**config.mk**
```make
export PLATFORM = sky130hd
export DESIGN_NAME = up_counter_flat
export DESIGN_NICKNAME = d
export VERILOG_FILES = /design/src/rtl/up_counter_if.sv /design/src/rtl/up_counter.sv /design/src/flat_wrapper.sv
export SDC_FILE = /design/constraint.sdc
export NUM_CORES = 1
export LEC_CHECK = 0
export CORE_MARGIN = 2
export CORE_UTILIZATION = 45
export CTS_CLUSTER_DIAMETER = 80
export DETAILED_ROUTE_END_ITERATION = 10
export MAX_ROUTING_LAYER = met4
export PLACE_DENSITY_LB_ADDON = 0.3
export SYNTH_ARGS = -nofsm -noshare
export SYNTH_HDL_FRONTEND = slang
export SYNTH_SLANG_ARGS = --single-unit
export TNS_END_PERCENT = 50
```
**constraint.sdc**
```tcl
create_clock -name clk -period 2.92 [get_ports clk]
set_input_delay 0.438 -clock clk [delete_from_list [all_inputs] [get_ports clk]]
set_output_delay 0.438 -clock clk [all_outputs]
set_load 0.02 [all_outputs]
```
**src/rtl/up_counter_if.sv**
```systemverilog
// Bundle of control inputs and status outputs of the up_counter.
// The DUT uses the slave view; the driver uses the master view.
interface up_counter_if #(
    parameter int WIDTH = 4
);
    logic             enable;
    logic             load;
    logic [WIDTH-1:0] load_value;
    logic [WIDTH-1:0] limit;
    logic [1:0]       mode;
    logic             start;
    logic [WIDTH-1:0] count;
    logic             tc;
    logic             wrap_pulse;
    logic             busy;
    logic             done;

    modport master (
        output enable, load, load_value, limit, mode, start,
        input  count, tc, wrap_pulse, busy, done
    );

    modport slave (
        input  enable, load, load_value, limit, mode, start,
        output count, tc, wrap_pulse, busy, done
    );
endinterface

```
**src/rtl/up_counter.sv**
```systemverilog
// Up counter with wrap, saturate and one-shot modes.
// One-shot runs through a two-state IDLE/RUN FSM.
module up_counter #(
    parameter int WIDTH = 4
) (
    input  logic         clk,
    input  logic         reset,
    up_counter_if.slave  bus
);
    typedef enum logic {
        IDLE = 1'b0,
        RUN  = 1'b1
    } state_t;

    localparam logic [1:0] M_SAT = 2'b01;
    localparam logic [1:0] M_ONE = 2'b10;
    localparam logic [WIDTH-1:0] ONES = '1;

    logic [WIDTH-1:0] count_q, count_d;
    state_t           state_q, state_d;
    logic             wrap_q, wrap_d;
    logic             done_q, done_d;

    // Next count, FSM state and pulse flags; load beats start beats step.
    always_comb begin
        count_d = count_q;
        state_d = state_q;
        wrap_d  = 1'b0;
        done_d  = 1'b0;
        if (bus.load) begin
            count_d = bus.load_value;
        end else if (bus.mode == M_ONE && bus.start) begin
            count_d = '0;
            state_d = RUN;
        end else if (bus.mode == M_ONE) begin
            if (state_q == RUN && bus.enable) begin
                if (count_q >= bus.limit) begin
                    state_d = IDLE;
                    done_d  = 1'b1;
                end else begin
                    count_d = count_q + 1'b1;
                end
            end
        end else if (bus.mode == M_SAT) begin
            state_d = IDLE;
            if (bus.enable && count_q < bus.limit) begin
                count_d = count_q + 1'b1;
            end
        end else begin
            state_d = IDLE;
            if (bus.enable) begin
                if (count_q == bus.limit || count_q == ONES) begin
                    count_d = '0;
                    wrap_d  = 1'b1;
                end else begin
                    count_d = count_q + 1'b1;
                end
            end
        end
    end

    // State registers with synchronous reset.
    always_ff @(posedge clk) begin
        if (reset) begin
            count_q <= '0;
            state_q <= IDLE;
            wrap_q  <= 1'b0;
            done_q  <= 1'b0;
        end else begin
            count_q <= count_d;
            state_q <= state_d;
            wrap_q  <= wrap_d;
            done_q  <= done_d;
        end
    end

    assign bus.count      = count_q;
    assign bus.tc         = (count_q == bus.limit);
    assign bus.wrap_pulse = wrap_q;
    assign bus.busy       = (state_q == RUN);
    assign bus.done       = done_q;
endmodule
```
**src/flat_wrapper.sv**
```systemverilog
// flat-port wrapper written by rule: the top's interface ports become plain ports
module up_counter_flat 
#(
    parameter int WIDTH = 4
)
  (clk, reset, bus_enable, bus_load, bus_load_value, bus_limit, bus_mode, bus_start, bus_count, bus_tc, bus_wrap_pulse, bus_busy, bus_done);
  up_counter_if #(.WIDTH(WIDTH)) bus_i ();
  input  logic clk;
  input  logic reset;
  input wire logic [$bits(bus_i.enable)-1:0] bus_enable;
  input wire logic [$bits(bus_i.load)-1:0] bus_load;
  input wire logic [$bits(bus_i.load_value)-1:0] bus_load_value;
  input wire logic [$bits(bus_i.limit)-1:0] bus_limit;
  input wire logic [$bits(bus_i.mode)-1:0] bus_mode;
  input wire logic [$bits(bus_i.start)-1:0] bus_start;
  output wire logic [$bits(bus_i.count)-1:0] bus_count;
  output wire logic [$bits(bus_i.tc)-1:0] bus_tc;
  output wire logic [$bits(bus_i.wrap_pulse)-1:0] bus_wrap_pulse;
  output wire logic [$bits(bus_i.busy)-1:0] bus_busy;
  output wire logic [$bits(bus_i.done)-1:0] bus_done;
  assign bus_i.enable = bus_enable;
  assign bus_i.load = bus_load;
  assign bus_i.load_value = bus_load_value;
  assign bus_i.limit = bus_limit;
  assign bus_i.mode = bus_mode;
  assign bus_i.start = bus_start;
  assign bus_count = bus_i.count;
  assign bus_tc = bus_i.tc;
  assign bus_wrap_pulse = bus_i.wrap_pulse;
  assign bus_busy = bus_i.busy;
  assign bus_done = bus_i.done;
  up_counter #(.WIDTH(WIDTH)) u_core (.clk(clk), .reset(reset), .bus(bus_i));
endmodule
```
# [Word level (Yosys, flattened, before mapping)]
# Index checks and enable logic that the tools add are counted.
[totals] wordCells=44 register_bits=7
[classes] muxes=15 n_bitwise=4 n_lt_le_gt_ge=2 reduce_logical=9 n_eq_ne=9 n_addsub=1
[ops] op="$mux 4" n=9
[ops] op="$ne 4x4->1 const B" n=2
[ops] op="$mux 1" n=6
[ops] op="$ne 3x3->1 const B" n=2
[ops] op="$reduce_or 6->1" n=1
[ops] op="$ne 5x3->1 const B" n=1
[ops] op="$reduce_bool 5->1" n=1
[ops] op="$reduce_or 5->1" n=1
[ops] op="$add 4x1->4 const B" n=1
[ops] op="$eq 4x4->1" n=1
[ops] op="$eq 4x4->1 const B" n=1
[ops] op="$ge 4x4->1" n=1
[ops] op="$lt 4x4->1" n=1
[ops] op="$not 1->1" n=4
[ops] op="$reduce_and 4->1" n=1
[ops] op="$logic_and 1x1->1" n=3
[ops] op="$reduce_and 3->1" n=1
[ops] op="$eq 2x1->1 const B" n=1
[ops] op="$eq 2x2->1 const B" n=1
[ops] op="$logic_or 1x1->1" n=1

# [Depth between registers and ports, before layout]
[logic_depth] word_depth=8 depth_mapped=7

# [Worst setup path before layout]
# No wires, ideal clock.
[synth_timing] path_type="register to register" from="register u_core.count_q[1], in the netlist u_core.bus.count[1]" to="register u_core.count_q[3], in the netlist u_core.bus.count[3]" stages_incl_launch_ff=7 synth_period_minus_slack_ns=1.944 arrival_time_ns=1.812 required_ns=2.789 path_slack_ns=0.976 path_buffers=0 cell_sequence="dfxtp_1 ha_1 nor2b_4 o211a_4 o32a_4 o31ai_2 a221oi_1"
[synth_via] elab_chain_cells=8
[synth_rtl] item="start, declared" line_no="up_counter.sv:19" source="logic [WIDTH-1:0] count_q, count_d;"
[synth_rtl] item="start signal, assigned" line_no="up_counter.sv:70" source="count_q <= count_d;"
[synth_rtl] item="parallel branches: the longest is 8 deep, another holds $add 4x1->4"
# Parallel ways; which one is timed is not known. The select of a mux whose other input is x is not followed.
# A chain may end at the register's enable or synchronous reset.

# [Final worst setup path]
[layout_timing] from="input bus_limit[3]" to="output bus_tc"
[layout_via] elab_chain_cells=1
[layout_rtl] item="start, declared" line_no="flat_wrapper.sv:13" source="input wire logic [$bits(bus_i.limit)-1:0] bus_limit;"
[layout_rtl] item="$eq 4x4->1" line_no="up_counter.sv:78" source="assign bus.tc = (count_q == bus.limit);"
[layout_rtl] item="end, declared" line_no="flat_wrapper.sv:17" source="output wire logic [$bits(bus_i.tc)-1:0] bus_tc;"
# No other way between the ends.

==> reports/summary.txt <==
# Post-CTS Setup Buffers: 0
Critical path type: in -> out
Setup crit start kind: primary input
GRT Resource Usage Total: 22.9%
Post-synth cell types: 32
Max-Cap Viols: 0
Pwr Density: 353 nW/um^2
Clk_lat worst skew: 0.26 ns
Number of synthesized flops with an enable pin: 0
Beginning of the worst hold path: u_core.bus.busy$_SDFFE_PP0P_
Max-slew headroom: 69.2%
GPL Wtd Cong: 0.764
Final Hold Fails: 0
Ys Warns: 0
Longest Clk Path Bufs: 2
Mapped Cells: 71
Synth top area cells: dfxtp_1 23%, ha_1 10%, o32ai_4 4.5%
Drt pass-1 iters: 4
Antenna Cells: 0
FP Rows: 13
CTS Sinks: 7
Via density: 5.74
VDD IR max: 215 uV
Hold Crit Class: reg -> reg
CP endpoint kind: primary output
Root buf cell: clkbuf_4
Avg Synthesized Cell Area: 8.64 um^2
Layout cells sized above 1: 10.3%
RSZ-0062 raised after global routing: no
Max Slew Vio Count: 0
First-pass GRT wire length: 2380 um
Worst slew pin tran: 0.458 ns
Synth-to-Final Area Change: 43.3%
Area leader, netlist: dfxtp_1
Register area share after synthesis: 22.9%
Layout Cells excl Fill: 112
Clock Skew: 0.00214 ns
Post-cts sizing count: 0
Die area: 1670 um^2
Post-route ant nets: 0
Leakage: 0.362 nW
CTS Hold Bufs: 0
Multi-input logic area: 443 um^2
Post-DR wirelength/cell: 13.6 um
Number of global-route vias before repair: 597
Async S/R FF share, synth: 0%
DRC: 0
Top Ports: 23
Synth Flop Type: dfxtp_1
CTS tree: built
Clock Pin Slew Worst Setup and Hold Paths: 0.05 ns
Placed cells: 108
# fillers: 121
Setup violators final: 0
Reg2reg setup slack: 0.88 ns
Max Freq: 376 MHz
CP Max Fanout: 5
Pwr Total: 0.310 mW
Final #Nets: 118
Worst reg2reg path startpoint: u_core.bus.count[0]$_SDFFE_PP0P_
Reg area: 140 um^2
H-Tree Depth: 1
Via Count: 643
Core ar.: 1280 um^2
Outcome: completed
Hold WS: 0.552 ns
Cell area after synthesis: 613 um^2
Setup tns final: 0 ns
Syn Nets: 91
Initial Util: 47.7%
Register bit total from synthesis: 7
DP Wirelength: 1280 um
DRT iter0 DRCs: 9
Worst Setup SP: bus_limit[3]
Die H: 40.9 um
Data required, critical path: 2.48 ns
Yosys top cell area share: 22.9%
Num CTS Buffers: 3
Port Buf Inserts: 22
Final period util: 91.0%
Grt ovf: 0
Antenna violations before repair: 0
Die span in x: 40.9 um
Arrival time worst endpoint: 2.22 ns
Routed WL: 1530 um
Largest net degree at the start of global routing: 10
Final worst path period need: 2.66 ns
==> layer usage <==
layer / part of all wire (%) / GRT usage (%) / wire, um
met4: 0 / 0 / 0
met2: 53 / 44.1 / 816
met5: 0 / - / 0
met3: 7.1 / 9.78 / 108
met1: 39 / 22.1 / 603
==> layout make-up <==
type / instances / area share, %
inverter: 8 / 3.42
sequential: 7 / 16.0
timing repair buffer: 22 / 25.1
tap: 15 / 2.14
multi-input combinational: 56 / 50.4
clock buffer: 4 / 2.99
==> state kept, by name (all words and copies together) (netlist names) <==
register / flops
u_core.bus.count: 4
u_core.bus.busy: 1
u_core.bus.done: 1
u_core.bus.wrap_pulse: 1
==> logic make-up (layout without fill, tap and decap cells) <==
family          count (synthesis)  in the layout  share of synthesized area (%)
fa+ha+maj                       5              5                           10.2
flops                           7              7                           22.9
simple gates                   29             29                           28.8
xor+xnor                        1              1                           1.43
compound gates                 21             21                           31.8
buf+inv                         8             34                           4.90
==> placed cells by master, fill, tap and decap left out, drive strengths merged, types with 2 or more instances in the layout <==
cell type,count
a21oi,2
a221oi,3
a311oi,3
a31oi,2
clkbuf,4
clkdlybuf4s50,22
dfxtp,7
ha,5
inv,7
nand2,6
nand3,3
nand4,3
nor2,6
nor2b,3
nor3,2
o21ai,5
==> worst paths after layout <==
kind | to | depth (start not counted)
setup / recovery | bus_tc | 6
hold / removal | u_core.bus.busy$_SDFFE_PP0P_ | 2
setup reg to reg | u_core.bus.count[3]$_SDFFE_PP0P_ | 7
hold reg to reg | u_core.bus.busy$_SDFFE_PP0P_ | 2
==> synth_stat cells, types with 2 or more instances <==
cell and number:
nor2_1 6, a311oi_1 3, nand4_1 2, a21oi_1 2, a31oi_1 2, nand3_1 3, dfxtp_1 7, inv_1 7
o21ai_0 3, nand2_1 6, ha_1 5, nor2b_1 2, o21ai_1 2, a221oi_1 3
==> metrics by stage <==
stage,cell area [um^2],worst slack (ns),util (%)
4_1_cts,878,0.257,68.4
3_3_place_gp,852,0.302,66.3
2_1_floorplan,613,0.976,-
6_report,878,0.264,68.4
3_5_place_dp,852,0.256,66.3
5_1_grt,878,0.180,68.4
==> worst max-delay path, stage by stage <==
cell and delay, ns:
clkdlybuf4s50_1 0.45, inv_1 0.04, ha_1 0.33, nand4_2 0.20
inv_1 0.15, clkdlybuf4s50_1 0.61
==> power breakdown <==
group	switching (mW)	internal, mW
Combinational	0.0550	0.0581
Sequential	0.00762	0.101
Clock	0.0362	0.0522
Total	0.0988	0.211
Note: power is estimated with default switching activity, not from simulation.
